File: src/rtl/rr_arbiter8.sv
`default_nettype none
// ============================================================================
// Module   : rr_arbiter8
// Purpose  : 8-way round-robin arbiter with a registered one-hot grant; the
//            grant is held until released. Define RR_TIMEOUT_EN to bound it.
// Revision : 1.0 - initial release
// ============================================================================
module rr_arbiter8 #(
    parameter int MAX_HOLD = 16,
    parameter int CW       = 8
) (
    input  logic       clk,
    input  logic       rst,
    input  logic [7:0] req,
    output logic [7:0] gnt,
    output logic [2:0] gnt_idx,
    output logic       gnt_valid,
    output logic       timeout
);

    typedef enum logic [0:0] {
        IDLE  = 1'b0,
        GRANT = 1'b1
    } state_t;

    state_t      r_state, w_state_nxt;
    logic [2:0]  r_ptr, w_ptr_nxt;
    logic [2:0]  r_gnt_idx, w_gnt_idx_nxt;
    logic        r_gnt_valid, w_gnt_valid_nxt;
    logic [7:0]  r_gnt;
    logic        r_timeout, w_timeout_nxt;
    logic [15:0] w_req_dbl;
    logic [7:0]  w_req_rot;
    logic [2:0]  w_offset;
    logic [2:0]  w_winner;

    if ((1 << CW) <= MAX_HOLD || MAX_HOLD < 2) begin : g_bad_cfg
        $error("rr_arbiter8: illegal MAX_HOLD/CW combination");
    end

    // Rotate so that the pointer position lands on bit 0, then pick the
    // lowest set bit; adding the pointer back gives the absolute winner.
    assign w_req_dbl = {req, req} >> r_ptr;
    assign w_req_rot = w_req_dbl[7:0];

    always_comb begin
        w_offset = 3'd0;
        for (int i = 7; i >= 0; i--) begin
            if (w_req_rot[i]) begin
                w_offset = 3'(i);
            end
        end
    end

    assign w_winner = r_ptr + w_offset;

`ifdef RR_TIMEOUT_EN
    logic [CW-1:0] r_cnt, w_cnt_nxt;
    logic          w_limit;

    assign w_limit = (r_cnt == CW'(MAX_HOLD - 1));
`endif

    always_comb begin
        w_state_nxt     = r_state;
        w_ptr_nxt       = r_ptr;
        w_gnt_idx_nxt   = r_gnt_idx;
        w_gnt_valid_nxt = r_gnt_valid;
        w_timeout_nxt   = 1'b0;
`ifdef RR_TIMEOUT_EN
        w_cnt_nxt       = r_cnt;
`endif
        case (r_state)
            IDLE: begin
                if (|req) begin
                    w_gnt_idx_nxt   = w_winner;
                    w_gnt_valid_nxt = 1'b1;
                    w_state_nxt     = GRANT;
`ifdef RR_TIMEOUT_EN
                    w_cnt_nxt       = '0;
`endif
                end
            end
            GRANT: begin
                if (!req[r_gnt_idx]) begin
                    w_gnt_valid_nxt = 1'b0;
                    w_ptr_nxt       = r_gnt_idx + 3'd1;
                    w_state_nxt     = IDLE;
                end
`ifdef RR_TIMEOUT_EN
                else if (w_limit) begin
                    w_gnt_valid_nxt = 1'b0;
                    w_ptr_nxt       = r_gnt_idx + 3'd1;
                    w_state_nxt     = IDLE;
                    w_timeout_nxt   = 1'b1;
                end else begin
                    w_cnt_nxt       = r_cnt + 1'b1;
                end
`endif
            end
            default: begin
                w_state_nxt     = IDLE;
                w_gnt_valid_nxt = 1'b0;
            end
        endcase
    end

    always_ff @(posedge clk) begin
        if (rst) begin
            r_state     <= IDLE;
            r_ptr       <= 3'd0;
            r_gnt_idx   <= 3'd0;
            r_gnt_valid <= 1'b0;
            r_gnt       <= 8'd0;
            r_timeout   <= 1'b0;
        end else begin
            r_state     <= w_state_nxt;
            r_ptr       <= w_ptr_nxt;
            r_gnt_idx   <= w_gnt_idx_nxt;
            r_gnt_valid <= w_gnt_valid_nxt;
            r_gnt       <= w_gnt_valid_nxt ? (8'd1 << w_gnt_idx_nxt) : 8'd0;
            r_timeout   <= w_timeout_nxt;
        end
    end

`ifdef RR_TIMEOUT_EN
    always_ff @(posedge clk) begin
        if (rst) begin
            r_cnt <= '0;
        end else begin
            r_cnt <= w_cnt_nxt;
        end
    end
    assign timeout = r_timeout;
`else
    logic w_timeout_unused;
    assign w_timeout_unused = r_timeout ^ w_timeout_nxt;
    assign timeout          = 1'b0;
`endif

    assign gnt       = r_gnt;
    assign gnt_idx   = r_gnt_idx;
    assign gnt_valid = r_gnt_valid;

endmodule
`default_nettype wire
File: config.mk
export PLATFORM = sky130hd
export DESIGN_NAME = rr_arbiter8
export DESIGN_NICKNAME = d
export VERILOG_FILES = /design/src/rtl/rr_arbiter8.sv
export SDC_FILE = /design/constraint.sdc
export NUM_CORES = 1
export LEC_CHECK = 0
export BUFFER_PORTS_ARGS = -buffer_cell sky130_fd_sc_hd__buf_2
export CORE_UTILIZATION = 40
export DETAILED_ROUTE_END_ITERATION = 8
export PLACE_DENSITY_LB_ADDON = 0.2
export SLEW_MARGIN = 20
export SYNTH_ARGS = -nofsm -noshare
export SYNTH_HDL_FRONTEND = slang
export SYNTH_SLANG_ARGS = --single-unit
File: constraint.sdc
create_clock -name clk -period 3.6 [get_ports clk]
set_clock_uncertainty 0.15 [all_clocks]
set_input_delay 0.18 -clock clk [delete_from_list [all_inputs] [get_ports clk]]
set_output_delay 0.18 -clock clk [all_outputs]
set_load 0.05 [all_outputs]
======== After elaboration in Yosys (flattened, before gate mapping) ========
Index checks and enable logic that the tools add are counted.
operators by class
  mux-type cells .......................... 18
  shift operators ......................... 2
  reduce and logical (&&, ||, !) cells .... 3
  bitwise logic cells ..................... 3
  order comparisons ....................... 1
  $add $sub $neg .......................... 2
operators by type and width
  cell                 number
  $mux 3               10
  $shr 16x3->8         1
  $reduce_or 8->1      1
  $shl 1x3->8 const A  1
  $mux 1               5
  $lt 3x4->1 const B   1
  $pmux 1 s2           2
  $add 3x1->3 const B  1
  $add 3x3->3          1
  $bmux 1 s3           1
  $not 1->1            3
  $reduce_and 2->1     1
  $reduce_or 2->1      1
word-level totals
  word-level logic and storage cells ...... 34
  output and inout bits ................... 13
  bits in registers ....................... 16
  bits of input ports ..................... 10

======== Depth between registers and ports, before layout ========
Gate-level depths: netlist (run 1).
  depth after elaboration ................. 13
  depth in mapped cells ................... 13
  mapped depth without buffers ............ 12

======== Worst setup path after synthesis (run 1) ========
Ideal clock, no wire load.
  path kind ............................... reg-to-reg
  from .................................... reg r_ptr[1]
  to ...................................... reg r_gnt[0] (netlist: gnt[0])
  setup time .............................. 86 ps
  setup slack ............................. 741 ps
  clock period less this slack ............ 2859 ps
  stages on the path, launching flop included .. 14
  arrival time ............................ 2623 ps
  required time ........................... 3364 ps
  buffers on the path ..................... 1
  cell sequence ........................... dfxtp_1 buf_2 inv_1 nand2_1 a21boi_0 a31oi_1 a211o_1 a32oi_1 ha_1 inv_1 fa_1 a22o_1 nand3_1 a211oi_1
on the way
  cells in the longest elaborated chain, start to end .. 13
ends and longest elaborated chain
  item                    line  source
  start, declared         27    logic [2:0] r_ptr, w_ptr_nxt;
  start signal, assigned  118   r_ptr <= w_ptr_nxt;
  $shr 16x3->8            43    assign w_req_dbl = {req, req} >> r_ptr;
  $mux 3 (8 in series)    49    if (w_req_rot[i]) begin
  $add 3x3->3 (*)         55    assign w_winner = r_ptr + w_offset;
  $mux 3 (*)              75    if (|req) begin
  $mux 3 (*)              73    case (r_state)
  $shl 1x3->8 (*)         121   r_gnt <= w_gnt_valid_nxt ? (8'd1 << w_gnt_idx_nxt) : 8'd0;
  end signal, assigned    121
  end, declared           30    logic [7:0] r_gnt;
Mark *: on every way between the ends. The rest lies on a longest branch, timed or not.
A chain may end at the register's enable or synchronous reset.

======== Worst setup path in the final report (run 1) ========
  from .................................... reg r_ptr[1]
  to ...................................... reg r_gnt[1] (netlist: gnt[1])
Same word-level chain as after synthesis.

==> flow_summary.ini, run 1 <==
[run_status]
outcome = finished, final reports clean

[floorplan]
floorplan.die.height_um = 59.2
initial_core_util_pct = 42.5
floorplan.core_area_sq_um = 3080
die-width_um = 59.2
io-pin-count = 23
floorplan.rows = 20
dieArea_sq_um = 3500

[setup_path]
criticalPathCategory = register to register
timing.critical_path.from_type = register
worstSetupStartpoint = r_ptr[1]
critPathArrivalTime_ns = 3.06
crit_path_end_kind = register
rr_endpoint = gnt[1]
worst_setup_path_endpoint = gnt[1]
worst-r2r-setup-slack_ns = 0.59
worst-r2r-cell-count = 11
crit_path_max_fanout = 22
reg2reg_from = r_ptr[1]
cp.required_ns = 3.65

[power]
clockPowerShare_pct = 16.1
vdd_ir_drop_max_mv = 0.160
swShare_pct = 45.1
p_comb_share_pct = 52.1
net-switching-power_w = 0.000331
sequentialPowerShare_pct = 31.8
power_report.internal_total_w = 0.000403
static_leakage_power_nw = 0.559
power-per-cell-area_nw_per_um2 = 505

[global_routing]
grt_remaining_overflow = 0
first_pass_grt_wire_length_um = 5350
grt_start_max_net_pins = 23
grt_antenna_before_repair = 0
globalRouteTotalUtil_pct = 20.0
first_global_vias = 1158

[clock_tree]
clock_tree_from_tritoncts = yes
clock_latency_ns = 0.28
ctsRootBufferMaster = sky130_fd_sc_hd__clkbuf_4
numCtsBuffers = 3
clock_tree.htree_level_count = 1
clk_pin_slew_worst_paths_ns = 0.09
max-clock-path-buffers = 2
tritoncts_num_sinks = 16

[cells_and_area]
layout-drive-gt1-share_pct = 22.0
antennaDiodeCount = 0
final_core_util_pct = 47.2
syn_to_final_growth_pct = 11.2
commonest_cells_after_routing_fill_and_taps_aside = sky130_fd_sc_hd__buf_2, sky130_fd_sc_hd__dfxtp_1, sky130_fd_sc_hd__a211oi_1, sky130_fd_sc_hd__nor2_1
final_common_cell = sky130_fd_sc_hd__buf_2
finalNetCount = 191

[timing]
hold_viol_final = 0
total_negative_slack_ns = 0
timing.final.max_slew_violations = 0
final.period_utilization_pct = 83.6
rsz_0062_raised_after_global_routing = false
timing.final.crit_period_ns = 3.01
setup_slack_ns = 0.590
fmax_ghz = 0.332
setup_viol = 0

[placement]
place.port_buffers = 21
place_congestion = 0.850
detailed_place_hpwl_um = 2330
post-place-ws_ns = 0.613

[synth]
syn-cell-area_sq_um = 1310
seq_area_frac_synth_pct = 24.5
unique_cell_type_count_in_the_yosys_netlist = 47
synth_cells = 161
postSynthRegisterBits = 16
syn-num-nets = 174
number_of_enable_type_register_cells_in_the_synthesized_netlist = 0
yosys_most_used_dff = sky130_fd_sc_hd__dfxtp_1
asyncSetResetFlopFracSynth_pct = 0
avgSynthCellArea_sq_um = 8.12
synthesis.yosys.warnings = 0

[route]
remaining_number_of_nets_flagged_by_the_antenna_check_after_routing = 0
drtPass1Iterations = 4
drt-initial-drc-count = 52
drt_drc_violations_left = 0
vias = 1276
routedWlPerCell_um = 14.3
postRouteWirelength_um = 3150
viasPerCell = 5.77

[min_path]
hp-start = req[0]
min-delay-path-class = input pin to register

[job]
count_of_maximum_capacitance_violations = 0
[worst min path at each step]
stage	end	slack, ns	cells after the start
after floorplan	gnt_idx[0]	0.10	1
after global placement	r_ptr[2]	0.31	2
after detailed placement	r_ptr[2]	0.31	2
after CTS	r_ptr[0]	0.006	2
after global routing	r_state	0.23	4
final	r_state	0.22	4
[kinds of logic after synthesis]
family | count (synthesis) | synth area share (%)
AND/OR/NAND/NOR | 53 | 20.1
multiplexers | 8 | 8.52
adder cells (fa/ha/maj) | 5 | 5.36
buffers and inverters | 19 | 8.33
other | 1 | 0.287
XOR/XNOR | 3 | 3.16
flip-flops | 16 | 24.5
AO/OA/AOI/OAI | 56 | 29.8
[through the flow]
step                      instance area (sq um)  power (W)  cells  hold slack (ns)
final                                      1450   0.000734    221            0.216
after global routing                       1450   0.000791    221            0.232
after CTS                                  1440   0.000735    220          0.00578
after detailed placement                   1410   0.000617    216            0.313
after global placement                     1410   0.000610    216            0.308
after floorplan                            1310   0.000543    161            0.102
[power by group through the flow]
stage	combinational (W)	clock [W]	sequential, W
2_1_floorplan	0.000239	0	0.000304
3_3_place_gp	0.000374	0	0.000236
3_5_place_dp	0.000379	0	0.000238
4_1_cts	0.000381	0.000120	0.000234
5_1_grt	0.000423	0.000130	0.000238
6_report	0.000383	0.000118	0.000234
[Yosys cell counts, drive strengths merged, types with 3 or more instances]
master | count | share of area [%]
dfxtp | 16 | 24
nand2 | 12 | 3.4
buf | 9 | 5.5
nor2 | 14 | 4.0
inv | 5 | 1.4
o21ai | 7 | 2.7
nor2b | 6 | 2.9
a21oi | 13 | 5.3
a31oi | 5 | 2.4
a211oi | 15 | 9.0
nor3b | 3 | 1.7
nor3 | 4 | 1.5
mux2i | 4 | 3.1
nand3 | 7 | 2.7
clkbuf | 5 | 1.4
o21a | 3 | 1.7
[what timing repair did]
action / 4_1_cts / 5_1_grt
hold buffers: 0 / 1
gates resized for setup: 0 / 0
setup buffers: 0 / 0
endpoints found under the hold margin: 0 / 1
[flip-flops by register name, summed over array words and instances (netlist names)]
name,count
gnt,8
gnt_idx,3
gnt_valid,1
r_ptr,3
r_state,1
[cell type report]
cell class	count	area, sq um
Clock buffer	4	36.3
Fill cell	322	1620
Inverter	5	18.8
Multi-Input combinational cell	126	878
Sequential cell	16	320
Tap cell	44	55.1
Timing Repair Buffer	26	145
[routing by layer]
metal	wire length, um	share of wire, %	vias to the layer above	global-route usage (%)
li1	-	-	630	-
met1	1580	50	602	27.9
met2	1410	45	42	32.0
met3	152	4.8	2	2.62
met4	12	0.38	0	6.46
met5	0	0	-	0
[worst max-delay path, stage by stage (launching register included)]
cell	delay (ns)
sky130_fd_sc_hd__dfxtp_1	0.39
sky130_fd_sc_hd__buf_4	0.27
sky130_fd_sc_hd__mux2i_1	0.30
sky130_fd_sc_hd__a32oi_1	0.13
sky130_fd_sc_hd__a211o_1	0.23
sky130_fd_sc_hd__a32oi_1	0.16
sky130_fd_sc_hd__ha_1	0.17
sky130_fd_sc_hd__inv_1	0.05
sky130_fd_sc_hd__fa_1	0.53
sky130_fd_sc_hd__a22o_1	0.18
sky130_fd_sc_hd__nand3_1	0.12
sky130_fd_sc_hd__a211oi_1	0.25
Power figures use the tool's default switching activity.
==> run 2, diff against run 1 <==
==> constraint.sdc (replaced) <==
create_clock -name clk -period 2.9 [get_ports clk]
set_clock_uncertainty 0.15 [all_clocks]
set_input_delay 0.145 -clock clk [delete_from_list [all_inputs] [get_ports clk]]
set_output_delay 0.145 -clock clk [all_outputs]
set_load 0.05 [all_outputs]
==> flow_summary.ini, run 2 (synthesized netlist as in run 1, its figures left out) <==
[timing]
hold_viol_final = 0
slew_headroom_pct = 59.3
rsz_0062_raised_after_global_routing = true
worst_pin_slew_ns = 0.608
fmax_ghz = 0.346
timing.final.crit_period_ns = 2.89
final.period_utilization_pct = 99.7
setup_viol = 0
timing.final.max_slew_violations = 0

[setup_path]
crit_path_max_fanout = 4
timing.critical_path.from_type = register
criticalPathCategory = register to register
cp.required_ns = 2.96
crit_path_end_kind = register
critPathArrivalTime_ns = 2.95

[power]
vdd_ir_drop_max_mv = 0.167
net-switching-power_w = 0.000444
p_comb_share_pct = 55.1
fin_total_pwr_w = 0.000975
swShare_pct = 45.5
sequentialPowerShare_pct = 29.9
power_report.internal_total_w = 0.000531
static_leakage_power_nw = 0.605
power-per-cell-area_nw_per_um2 = 618
clockPowerShare_pct = 15.0

[placement]
place_area_sq_um = 1450
place.port_buffers = 21
place_congestion = 0.850
detailed_place_hpwl_um = 2410

[global_routing]
first_global_vias = 1203
first_pass_grt_wire_length_um = 5530
globalRouteTotalUtil_pct = 20.8
grt_start_max_net_pins = 20
grt_remaining_overflow = 0
grt_antenna_before_repair = 0

[run_status]
outcome = finished, final reports clean

[floorplan]
die-width_um = 59.2
dieArea_sq_um = 3500
initial_core_util_pct = 42.5
floorplan.die.height_um = 59.2
floorplan.core_area_sq_um = 3080
io-pin-count = 23
floorplan.rows = 20

[clock_tree]
clock_latency_ns = 0.29
clock_tree.htree_level_count = 1
clk_pin_slew_worst_paths_ns = 0.09
cts.repair_timing.setup_buffer_count = 0
tritoncts_num_sinks = 16
numCtsBuffers = 3
clock_tree_from_tritoncts = yes
max-clock-path-buffers = 2
ctsRootBufferMaster = sky130_fd_sc_hd__clkbuf_4

[route]
drtPass1Iterations = 4
routedWlPerCell_um = 15.3
viasPerCell = 5.86
remaining_number_of_nets_flagged_by_the_antenna_check_after_routing = 0
drt_drc_violations_left = 0
vias = 1325
drt-initial-drc-count = 85
postRouteWirelength_um = 3460

[cells_and_area]
syn_to_final_growth_pct = 20.7
final_common_cell = sky130_fd_sc_hd__buf_2
commonest_cells_after_routing_fill_and_taps_aside = sky130_fd_sc_hd__buf_2, sky130_fd_sc_hd__dfxtp_1, sky130_fd_sc_hd__nor2_1
flip_flop_count_of_the_largest_register_all_copies_and_words_added = 8
design_area_sq_um = 1580
layout-drive-gt1-share_pct = 32.4
final_core_util_pct = 51.3
antennaDiodeCount = 0
finalNetCount = 196

[min_path]
min-delay-path-class = input pin to register

[job]
count_of_maximum_capacitance_violations = 0
[run 2: critical path: stages (launching register included)]
cell	delay (ns)
sky130_fd_sc_hd__dfxtp_4	0.39
sky130_fd_sc_hd__mux2_4	0.31
sky130_fd_sc_hd__a211oi_2	0.15
sky130_fd_sc_hd__nor3b_1	0.07
sky130_fd_sc_hd__a211o_1	0.27
sky130_fd_sc_hd__a32oi_1	0.16
sky130_fd_sc_hd__ha_2	0.20
sky130_fd_sc_hd__inv_2	0.03
sky130_fd_sc_hd__fa_1	0.52
sky130_fd_sc_hd__a22o_1	0.21
sky130_fd_sc_hd__nand3_2	0.12
sky130_fd_sc_hd__a211oi_2	0.23
[run 2: worst paths after layout]
kind         cells after the start  endpoint      from  slack [ns]
min                              4   r_state    req[0]        0.21
max reg2reg                     11    gnt[4]  r_ptr[1]       0.009
max                             11    gnt[4]  r_ptr[1]       0.009
min reg2reg                      1   r_state   r_state        0.40
[run 2: power by group through the flow]
stage / clock, W / combinational [W] / sequential (W)
3_3_place_gp: 0 / 0.000480 / 0.000292
3_5_place_dp: 0 / 0.000488 / 0.000294
2_1_floorplan: 0 / 0.000297 / 0.000377
5_1_grt: 0.000154 / 0.000581 / 0.000297
4_1_cts: 0.000148 / 0.000511 / 0.000290
6_report: 0.000146 / 0.000537 / 0.000291
[run 2: timing repair]
action | 4_1_cts | 5_1_grt
endpoints found under the setup margin | 8 | 9
pin swaps | 1 | 6
hold endpoints to repair | 6 | 0
hold buffers | 1 | 0
resized for setup | 9 | 13
[run 2: final cells by class]
class / count / area, sq um
timing repair buffer: 31 / 195
multi-input combinational: 126 / 948
inverter: 5 / 18.8
fill: 301 / 1500
clock buffer: 4 / 36.3
sequential: 16 / 324
tap: 44 / 55.1
[run 2: routing by layer]
metal / part of all wire (%) / vias up / GRT usage [%]
met5: 0 / - / 0
met4: 1.7 / 0 / 7.82
met3: 7.7 / 8 / 2.18
met2: 46 / 69 / 33.8
met1: 45 / 609 / 28.5
li1: - / 639 / -
[run 2: through the flow]
step                setup slack [ns]  std cells  hold WS (ns)  TNS (ns)
finish                       0.00894        226         0.214         0
global route                  -0.144        226         0.240    -0.872
CTS                          -0.0164        226         0.187   -0.0164
detailed placement           -0.0566        221         0.275    -0.262
global placement             -0.0291        221         0.276   -0.0465
floorplan                     0.0414        161        0.0674         0
==> run 3, diff against run 2 <==
--- a/config.mk
+++ b/config.mk
@@ -6,7 +6,9 @@
 export NUM_CORES = 1
 export LEC_CHECK = 0
 export BUFFER_PORTS_ARGS = -buffer_cell sky130_fd_sc_hd__buf_2
-export CORE_UTILIZATION = 40
+export CELL_PAD_IN_SITES_DETAIL_PLACEMENT = 1
+export CELL_PAD_IN_SITES_GLOBAL_PLACEMENT = 2
+export CORE_UTILIZATION = 32
 export DETAILED_ROUTE_END_ITERATION = 8
 export PLACE_DENSITY_LB_ADDON = 0.2
 export SLEW_MARGIN = 20
==> flow_summary.ini, run 3 (synthesized netlist as in run 1, its figures left out) <==
[global_routing]
grt_remaining_overflow = 0
grt_start_max_net_pins = 20
first_global_vias = 1321
first_pass_grt_wire_length_um = 6670
grt_antenna_before_repair = 0
globalRouteTotalUtil_pct = 20.2

[cells_and_area]
layout-drive-gt1-share_pct = 41.2
antennaDiodeCount = 0
flip_flop_count_of_the_largest_register_all_copies_and_words_added = 8
final_common_cell = sky130_fd_sc_hd__buf_2
finalNetCount = 201
final_core_util_pct = 44.9
syn_to_final_growth_pct = 30.3
commonest_cells_after_routing_fill_and_taps_aside = sky130_fd_sc_hd__buf_2, sky130_fd_sc_hd__nor2_1, sky130_fd_sc_hd__dfxtp_1

[timing]
timing.final.crit_period_ns = 2.95
rsz_0062_raised_after_global_routing = true
slew_headroom_pct = 55.2
setup_viol = 2
fmax_ghz = 0.339
final.period_utilization_pct = 102
setup_slack_ns = -0.0510
worst_pin_slew_ns = 0.669
hold_viol_final = 0
timing.final.max_slew_violations = 0

[run_status]
outcome = finished, violations left
failed_checks = negative setup slack

[job]
count_of_maximum_capacitance_violations = 0

[route]
routedWlPerCell_um = 18.1
drtPass1Iterations = 4
remaining_number_of_nets_flagged_by_the_antenna_check_after_routing = 0
viasPerCell = 5.74
postRouteWirelength_um = 4250
vias = 1350
drt-initial-drc-count = 53
drt_drc_violations_left = 0

[clock_tree]
clock_tree_from_tritoncts = yes
clock_tree.htree_level_count = 1
ctsRootBufferMaster = sky130_fd_sc_hd__clkbuf_8
clock_latency_ns = 0.25
max-clock-path-buffers = 2
tritoncts_num_sinks = 16
numCtsBuffers = 3
clk_pin_slew_worst_paths_ns = 0.06

[min_path]
min-delay-path-class = input pin to register

[placement]
place_congestion = 0.804
detailed_place_hpwl_um = 3050
place.port_buffers = 21

[power]
static_leakage_power_nw = 0.657
power-per-cell-area_nw_per_um2 = 647
vdd_ir_drop_max_mv = 0.215
fin_total_pwr_w = 0.00110

[setup_path]
critPathArrivalTime_ns = 2.97
timing.critical_path.from_type = register
crit_path_end_kind = register
criticalPathCategory = register to register
crit_path_max_fanout = 4
cp.required_ns = 2.92

[floorplan]
floorplan.core_area_sq_um = 3800
dieArea_sq_um = 4350
initial_core_util_pct = 34.4
floorplan.die.height_um = 65.9
io-pin-count = 23
floorplan.rows = 22
die-width_um = 65.9
-- run 3: metal layers --
layer  track usage, %  vias up  share of wire [%]
li1                 -      647                  -
met1             27.7      676                 50
met2             33.5       25                 47
met3             2.59        2                2.0
met4             4.08        0               0.45
met5                0        -                  0
-- run 3: final cells by class --
type,count,area (sq um)
Multi-Input combinational cell,126,1010
Tap cell,48,60.1
Timing Repair Buffer,36,233
Clock buffer,4,55.1
Inverter,5,18.8
Sequential cell,16,325
Fill cell,465,2090
-- run 3: report_power, final --
part | switching, W | total (W) | leakage [nW] | internal (W)
Sequential | 0.0000422 | 0.000299 | 0.132 | 0.000256
Combinational | 0.000370 | 0.000606 | 0.496 | 0.000236
Clock | 0.0000770 | 0.000197 | 0.0288 | 0.000120
Total | 0.000489 | 0.00110 | 0.657 | 0.000613
-- run 3: what timing repair did --
item / in CTS / in global routing
setup endpoints to repair: 8 / 9
hold buffers: 0 / 0
setup buffers: 1 / 1
gates resized for setup: 18 / 21
pin swaps: 4 / 8
-- run 3: final timing paths --
kind                                from        to  slack (ns)  cells past startpoint
worst max register to register  r_ptr[1]    gnt[1]       -0.05                     11
worst max-delay path            r_ptr[1]    gnt[1]       -0.05                     11
worst min register to register   r_state   r_state        0.39                      1
worst min-delay path                 rst  r_ptr[0]        0.01                      2
-- run 3: metrics by stage --
stage	worst slack, ns	hold WS, ns	cell area [sq um]	instances	TNS, ns
global placement	-0.0223	0.277	1480	229	-0.0375
floorplan	0.0414	0.0674	1310	161	0
global route	-0.165	0.0253	1700	235	-1.03
CTS	-0.000526	0.0120	1620	234	-0.000526
detailed placement	-0.0865	0.288	1480	229	-0.362
finish	-0.0510	0.0120	1700	235	-0.0623
-- run 3: critical path, stage by stage, from the launching register on --
cell	delay, ns
sky130_fd_sc_hd__dfxtp_4	0.38
sky130_fd_sc_hd__mux2_4	0.32
sky130_fd_sc_hd__a211oi_2	0.18
sky130_fd_sc_hd__nor3b_2	0.07
sky130_fd_sc_hd__a211o_1	0.26
sky130_fd_sc_hd__a32oi_1	0.16
sky130_fd_sc_hd__ha_2	0.21
sky130_fd_sc_hd__inv_2	0.04
sky130_fd_sc_hd__fa_1	0.53
sky130_fd_sc_hd__a22o_1	0.21
sky130_fd_sc_hd__nand3_2	0.12
sky130_fd_sc_hd__a211oi_2	0.26
